==> config.mk <==
export PLATFORM = sky130hd
export DESIGN_NAME = voice_mix_feeder
export DESIGN_NICKNAME = d
export VERILOG_FILES = /design/src/rtl/voice_mix_feeder.sv
export SDC_FILE = /design/constraint.sdc
export NUM_CORES = 1
export LEC_CHECK = 0
export BUFFER_PORTS_ARGS = -buffer_cell sky130_fd_sc_hd__clkbuf_2
export CORE_AREA = 2 2 249 251
export DETAILED_ROUTE_END_ITERATION = 10
export DIE_AREA = 0 0 251 253
export PLACE_DENSITY = 0.66
export SYNTH_ARGS = -nofsm -noshare
export SYNTH_HDL_FRONTEND = slang
export SYNTH_SLANG_ARGS = --single-unit
==> constraint.sdc <==
create_clock -name CLOCK_50 -period 25.3 [get_ports CLOCK_50]
set_input_delay 1.265 -clock CLOCK_50 [delete_from_list [all_inputs] [get_ports CLOCK_50]]
set_output_delay 1.265 -clock CLOCK_50 [all_outputs]
set_load 0.02 [all_outputs]
==> src/rtl/voice_mix_feeder.sv <==
`default_nettype none
// ============================================================================
// Module   : voice_mix_feeder
// Brief    : Per-voice attack/release gain, sequential mix, 32-bit saturation
//            and FIFO write handshake toward the audio controller.
// Revision : 1.0 - initial release
// ============================================================================
module voice_mix_feeder #(
    parameter int NUM_VOICES   = 10,
    parameter int SAMPLE_DIV   = 1042,
    parameter int ATTACK_STEP  = 16,
    parameter int RELEASE_STEP = 16
) (
    input  logic                      CLOCK_50,
    input  logic                      reset,
    input  logic [NUM_VOICES-1:0]     voice_en,
    input  logic [32*NUM_VOICES-1:0]  voice_samples,
    input  logic                      audio_out_allowed,
    output logic [31:0]               left_channel_audio_out,
    output logic [31:0]               right_channel_audio_out,
    output logic                      write_audio_out,
    output logic                      sample_dropped
);

    localparam int c_cnt_w = (SAMPLE_DIV > 1) ? $clog2(SAMPLE_DIV) : 1;
    localparam int c_idx_w = (NUM_VOICES > 1) ? $clog2(NUM_VOICES) : 1;

    localparam logic [c_cnt_w-1:0] c_cnt_last = c_cnt_w'(SAMPLE_DIV - 1);
    localparam logic [c_cnt_w-1:0] c_cnt_one  = c_cnt_w'(1);
    localparam logic [c_idx_w-1:0] c_idx_last = c_idx_w'(NUM_VOICES - 1);
    localparam logic [c_idx_w-1:0] c_idx_one  = c_idx_w'(1);

    localparam logic [16:0] c_gain_max = 17'd256;
    localparam logic [16:0] c_attack   = 17'(ATTACK_STEP);
    localparam logic [16:0] c_release  = 17'(RELEASE_STEP);

    localparam logic signed [39:0] c_acc_max = 40'sh00_7FFF_FFFF;
    localparam logic signed [39:0] c_acc_min = 40'shFF_8000_0000;

    localparam logic [1:0] c_st_idle  = 2'd0;
    localparam logic [1:0] c_st_accum = 2'd1;
    localparam logic [1:0] c_st_sat   = 2'd2;
    localparam logic [1:0] c_st_wait  = 2'd3;

    logic [1:0]               state_q, state_d;
    logic [c_cnt_w-1:0]       cnt_q, cnt_d;
    logic [c_idx_w-1:0]       idx_q, idx_d;
    logic signed [39:0]       acc_q, acc_d;
    logic [31:0]              out_q, out_d;

    logic                     w_tick;
    logic                     w_start;
    logic [9*NUM_VOICES-1:0]  w_gains;
    logic [31:0]              w_sample;
    logic [8:0]               w_gain;
    logic signed [41:0]       w_prod;
    logic signed [39:0]       w_term;
    logic [31:0]              w_sat;

    assign w_tick = (cnt_q == c_cnt_last);

    // Gains move once per sample tick and clamp at 0 and unity (256).
    genvar gi;
    generate
        for (gi = 0; gi < NUM_VOICES; gi++) begin : g_gain
            logic [8:0]  gain_q, gain_d;
            logic [16:0] w_cur, w_up;

            assign w_cur = {8'd0, gain_q};
            assign w_up  = w_cur + c_attack;

            always_comb begin
                gain_d = gain_q;
                if (w_tick) begin
                    if (voice_en[gi]) begin
                        gain_d = (w_up > c_gain_max) ? 9'd256 : 9'(w_up);
                    end else begin
                        gain_d = (w_cur <= c_release) ? 9'd0 : 9'(w_cur - c_release);
                    end
                end
            end

            always_ff @(posedge CLOCK_50) begin
                if (reset) begin
                    gain_q <= 9'd0;
                end else begin
                    gain_q <= gain_d;
                end
            end

            assign w_gains[9*gi +: 9] = gain_q;
        end
    endgenerate

    always_comb begin
        w_sample = 32'd0;
        w_gain   = 9'd0;
        for (int i = 0; i < NUM_VOICES; i++) begin
            if (idx_q == c_idx_w'(i)) begin
                w_sample = voice_samples[32*i +: 32];
                w_gain   = w_gains[9*i +: 9];
            end
        end
    end

    assign w_prod = 42'($signed(w_sample)) * 42'($signed({1'b0, w_gain}));
    assign w_term = 40'(w_prod >>> 8);

    always_comb begin
        if (acc_q > c_acc_max) begin
            w_sat = 32'h7FFF_FFFF;
        end else if (acc_q < c_acc_min) begin
            w_sat = 32'h8000_0000;
        end else begin
            w_sat = acc_q[31:0];
        end
    end

    // State register
    always_ff @(posedge CLOCK_50) begin
        if (reset) begin
            state_q <= c_st_idle;
        end else begin
            state_q <= state_d;
        end
    end

    // Next-state logic; a tick in WAIT always restarts accumulation
    always_comb begin
        state_d = state_q;
        case (state_q)
            c_st_idle:  if (w_tick) state_d = c_st_accum;
            c_st_accum: if (idx_q == c_idx_last) state_d = c_st_sat;
            c_st_sat:   state_d = c_st_wait;
            c_st_wait: begin
                if (w_tick) begin
                    state_d = c_st_accum;
                end else if (audio_out_allowed) begin
                    state_d = c_st_idle;
                end
            end
            default:    state_d = c_st_idle;
        endcase
    end

    // Output logic
    always_comb begin
        write_audio_out = 1'b0;
        sample_dropped  = 1'b0;
        if (state_q == c_st_wait) begin
            write_audio_out = audio_out_allowed;
            sample_dropped  = w_tick && !audio_out_allowed;
        end
    end

    assign w_start = w_tick && ((state_q == c_st_idle) || (state_q == c_st_wait));

    always_comb begin
        cnt_d = w_tick ? '0 : cnt_q + c_cnt_one;
        acc_d = acc_q;
        idx_d = idx_q;
        out_d = out_q;
        if (w_start) begin
            acc_d = '0;
            idx_d = '0;
        end else if (state_q == c_st_accum) begin
            acc_d = acc_q + w_term;
            idx_d = idx_q + c_idx_one;
        end
        if (state_q == c_st_sat) begin
            out_d = w_sat;
        end
    end

    always_ff @(posedge CLOCK_50) begin
        if (reset) begin
            cnt_q <= '0;
            acc_q <= '0;
            idx_q <= '0;
            out_q <= 32'd0;
        end else begin
            cnt_q <= cnt_d;
            acc_q <= acc_d;
            idx_q <= idx_d;
            out_q <= out_d;
        end
    end

    assign left_channel_audio_out  = out_q;
    assign right_channel_audio_out = out_q;

endmodule
`default_nettype wire

* Yosys cells after proc, flatten, opt, wreduce, memory -nomap -nowiden
Cells that the tools add are included.
** Word-level totals
- Register bits :: 179
- Bits of input ports :: 333
- Output and inout bits :: 66
- Word-level logic and storage cells :: 145
** Operators by class
- Add/sub/neg operators :: 23
- Multiply operators :: 1
- $lt $le $gt $ge :: 22
- Eq/ne operators :: 16
- Multiplexer cells :: 59
- Reductions and logical operators :: 9
** Operators with widths (count)
- 32-bit 2-to-1 mux :: 12
- 9-bit 2-to-1 mux :: 40
- 9-bit by 5-bit adder with 10-bit output, second input constant :: 10
- 10-bit by 9-bit > comparator with 1-bit output, second input constant :: 10
- 9-bit by 5-bit less-or-equal comparator with 1-bit output, second input constant :: 10
- 9-bit by 5-bit subtractor with 9-bit output, second input constant :: 10
- 32-bit by 10-bit multiplier with 42-bit output :: 1
- 40-bit by 34-bit adder with 40-bit output :: 1
- 40-bit by 32-bit > comparator with 1-bit output, second input constant :: 1
- 40-bit by 32-bit less-than comparator with 1-bit output, second input constant :: 1
- 4-bit by 3-bit equality test with 1-bit output, second input constant :: 4
- 11-bit by 1-bit adder with 11-bit output, second input constant :: 1
- 11-bit equality test, second input constant :: 1
- 4-bit by 2-bit equality test with 1-bit output, second input constant :: 2
- 4-bit equality test, second input constant :: 2
- 2-bit 2-to-1 mux :: 4
- 2-bit one-hot mux with 4 select lines :: 1
- 4-bit by 1-bit adder with 4-bit output, second input constant :: 1
- 2-bit equality test, second input constant :: 2
- 4-bit by 1-bit equality test with 1-bit output, second input constant :: 1
- 4-bit zero test :: 1
- 2-bit inequality test, second input constant :: 2
- 2-bit OR reduction :: 2
- 3-bit inequality test, second input constant :: 1
- 7 further kinds :: 9

* Longest topological paths before layout
- Word-level depth :: 13
- Gate-level depth with buffers :: 44
- Mapped depth without buffers :: 42

* Worst setup path before layout
Ideal clock, no wire load.
- Path kind :: register to register
- From :: reg idx_q[1]
- To :: reg acc_q[39]
- Library setup time :: 71 ps
- Data arrival time :: 9035 ps
- Data required time :: 25229 ps
- Path slack :: 16194 ps
- Stages on the path, launching flop included :: 40
- Path buffers :: 1
- Clock period less this slack :: 9106 ps
- Path through :: dfxtp_1 > inv_1 > ha_1 > nor4b_4 > clkbuf_1 > a22oi_1 > nand2_1 > o211ai_1 > and3_1 > o21ai_1 > o211ai_1 > a31oi_1 > nand2b_1 > fa_1 > inv_1 > fa_1 > fa_1 > fa_1 > [... 4 more ...] > a21oi_1 > o21ai_1 > or3_1 > o21bai_1 > o21bai_1 > a22o_1 > o21a_1 > nor2_1 > ha_1 > a21o_1 > a2111oi_0 > nor2_1 > a2111oi_2 > or3_1 > a31oi_1 > xor2_1 > a21o_1 > a21oi_1
** On the way
- Longest elaborated chain between the ends :: 13
- Elaborated cells between the ends (all ways) :: 32
- Classes of those cells :: add/sub: 1; mul: 1; eq/ne: 9; mux: 20; reduce/logical: 1
** RTL lines
- start, declared :: line 47 : logic [c_idx_w-1:0] idx_q, idx_d;
- start signal, assigned :: line 184 : idx_q <= idx_d;
- 4-bit zero test :: line 99 : if (idx_q == c_idx_w'(i)) begin
- 32-bit 2-to-1 mux or 9-bit 2-to-1 mux (tied branches) (10 in series) :: line 99
- 32-bit by 10-bit multiplier with 42-bit output (*) :: line 106 : assign w_prod = 42'($signed(w_sample)) * 42'($signed({1'b0, w_gain}));
- 40-bit by 34-bit adder with 40-bit output (*) :: line 167 : acc_d = acc_q + w_term;
- end signal, assigned :: line 178 : acc_q <= '0;
- end signal, assigned :: line 183 : acc_q <= acc_d;
- end, declared :: line 48 : logic signed [39:0] acc_q, acc_d;
Every way passes the cells marked *; elsewhere a longest branch is shown, timed or not.
A chain may end at the register's enable or synchronous reset.

* Worst setup path after layout
- From :: reg idx_q[0]
- To :: reg acc_q[39]
The elaborated chain is that of the path after synthesis.

==> flow_summary.ini <==
[synth]
yosysMostFrequentCell = nor2_1
yosys_warnings = 0
yosys.area.top_type = fa_1
synth_top_area_frac = 0.193
ys_seq_elements = 139
synth_ff_type = dfxtp_1
async_flop_share = 0
synthTopCellsByCount = 359 x nor2_1, 291 x inv_1, 216 x ha_1, 206 x a21oi_1, 204 x fa_1
ys_seq_area_frac = 0.132
netlist_area_mm2 = 0.0212
syn_avg_cell_area_um2 = 7.91
synth_cell_types = 87
syn_inst = 2673
ys_top_cells_by_area = fa_1 19%, dfxtp_1 13%, ha_1 13%, nor2_1 6.4%, inv_1 5.2%
synth-edff-count = 0

[layout]
final_core_util = 0.402
layout-drive-gt1-share = 0.158
area_growth_pct = 16.1
fin_nets = 3816

[placement]
gp_congestion = 0.953
dpl.hpwl_um = 55000
portBuffers = 398

[outcome]
status = complete, no violations

[power]
p_leak_nw = 11.7
power_density_mw_per_mm2 = 64.5
irDropWorstVdd_mv = 0.0411

[drt]
routed_wl_um = 67400
via_per_inst = 5.23
drtIter0Drc = 1676
first_pass_iters = 7
via_count = 20300
ant_nets = 0
drc = 0
avgRoutedWirePerCell_um = 17.4

[clock_network]
cts_resized = 0
clk_path_buf_depth = 2
tritoncts = yes
ctsHtreeMaxLevel = 4
clock-sinks = 139
post_cts_buffers = 0
clk_pin_slew_ns = 0.07
holdBufCountCts = 0
cts_root_buf = clkbuf_16
cts_buffers = 17
clock_latency_ns = 0.44

[grt]
overflow = 0
first_global_vias = 19100
grt_first_pass_wirelength_um = 105000
grt_antenna_before_repair = 4
grtUsageTotal = 0.208
grt_max_degree = 89

[timing]
setup_violations = 0
tns_ns = 0
slew_headroom = 0.262
rsz0062_at_grt = false
fmax_ghz = 0.0921
hold_viol = 0
slew_violations = 0
period_share = 0.429
fin_crit_ns = 10.86
fin_skew_ns = 0.0138
worst_pin_slew_ns = 1.11

[critical_path]
crit_path_end_kind = flop
cp.required_ns = 25.66
cpMostUsedCell = fa_1
worst_path_max_delay_cell = a31oi_1
start_kind = flop
max_stage_delay_ns = 0.62
arrival_ns = 11.22
worstSetupPathType = flop to flop
worstPathMaxFanout = 33

[die]
die_w_um = 251
die_h_um = 253
io_pins = 399
row_count = 91
dieArea_mm2 = 0.0635
core_mm2 = 0.0610
start_util = 0.347

[flow_run]
maxCapViolations = 0

[hold_path]
hp-class = flop to flop
[power by group]
group / internal [mW] / switching [mW]
combinational: 0.427 / 0.640
sequential: 0.235 / 0.0208
clock: 0.141 / 0.120
total: 0.803 / 0.781
[cell usage in the layout, fill, tap and decap left out, types with 29 or more instances in the layout]
master,synthesis,routed
nand3_1,37,37
o21ai_0,63,62
dfxtp_1,139,139
o21ai_1,43,40
inv_1,291,291
a21oi_1,206,206
fa_1,204,204
mux2i_1,32,32
ha_1,216,215
a211oi_1,56,56
xor2_1,29,29
clkbuf_2,2,397
nand2b_1,31,31
xnor2_1,47,47
nand2_1,105,103
nor3_1,113,113
o211ai_1,60,60
a22oi_1,66,66
a222oi_1,30,30
nor2_1,359,359
a221oi_1,32,32
conb_1,2,148
[metrics by stage]
step	instance area, um2	hold WS [ns]	cells	total power [mW]	setup WS [ns]
final	24500	0.482	3870	1.58	14.44
after global routing	24500	0.515	3869	1.72	13.57
after CTS	24500	0.487	3866	1.58	14.46
after detailed placement	23900	0.471	3834	1.32	14.52
after global placement	23900	0.464	3834	1.31	14.71
after floorplan	21700	0.445	2819	1.06	16.19
[cell type report]
type / instances / area, um2
antenna: 4 / 10.0
clock buffer: 17 / 425
clock inverter: 15 / 168
fill: 6425 / 36500
inverter: 291 / 1090
multi-input combinational: 2194 / 16900
sequential: 139 / 2780
tap: 790 / 988
timing repair buffer: 420 / 2160
[critical path, delay by kind of cell, from the launching register on]
family / cells / cell delay [ns]
fa+ha+maj: 8 / 3.26
flops: 1 / 0.36
buf+inv: 6 / 1.02
compound gates: 17 / 4.13
simple gates: 8 / 1.80
xor+xnor: 1 / 0.17
[sequential cells by signal (all words and copies together) (netlist names)]
name and cells:
left_channel_audio_out 32, g_gain.gain_q 50, acc_q 40, cnt_q 11
idx_q 4, state_q 2
[kinds of logic after synthesis]
| logic type | count (synthesis) | synth area share |
|---|---|---|
| AND/OR/NAND/NOR | 783 | 0.171 |
| AO/OA/AOI/OAI | 733 | 0.234 |
| buffers and inverters | 486 | 0.0953 |
| adder cells (fa/ha/maj) | 420 | 0.321 |
| flip-flops | 139 | 0.132 |
| XOR/XNOR | 76 | 0.0315 |
| multiplexers | 34 | 0.0162 |
| other | 2 | 0.000355 |
[per-layer routing]
layer | up-vias | GRT usage | routed length, um
met3 | 89 | 0.0328 | 3870
met4 | 2 | 0.0752 | 2300
met2 | 696 | 0.343 | 31500
li1 | 9906 | - | -
met1 | 9565 | 0.275 | 29700
met5 | - | 0 | 13
[final timing paths]
| check | depth (start not counted) | end | from | slack [ns] |
|---|---|---|---|---|
| worst max register to register | 40 | acc_q[39] | idx_q[0] | 14.44 |
| worst max-delay path | 40 | acc_q[39] | idx_q[0] | 14.44 |
| worst min register to register | 1 | cnt_q[0] | cnt_q[0] | 0.48 |
| worst min-delay path | 1 | cnt_q[0] | cnt_q[0] | 0.48 |
(Power assumes the default switching activity.)
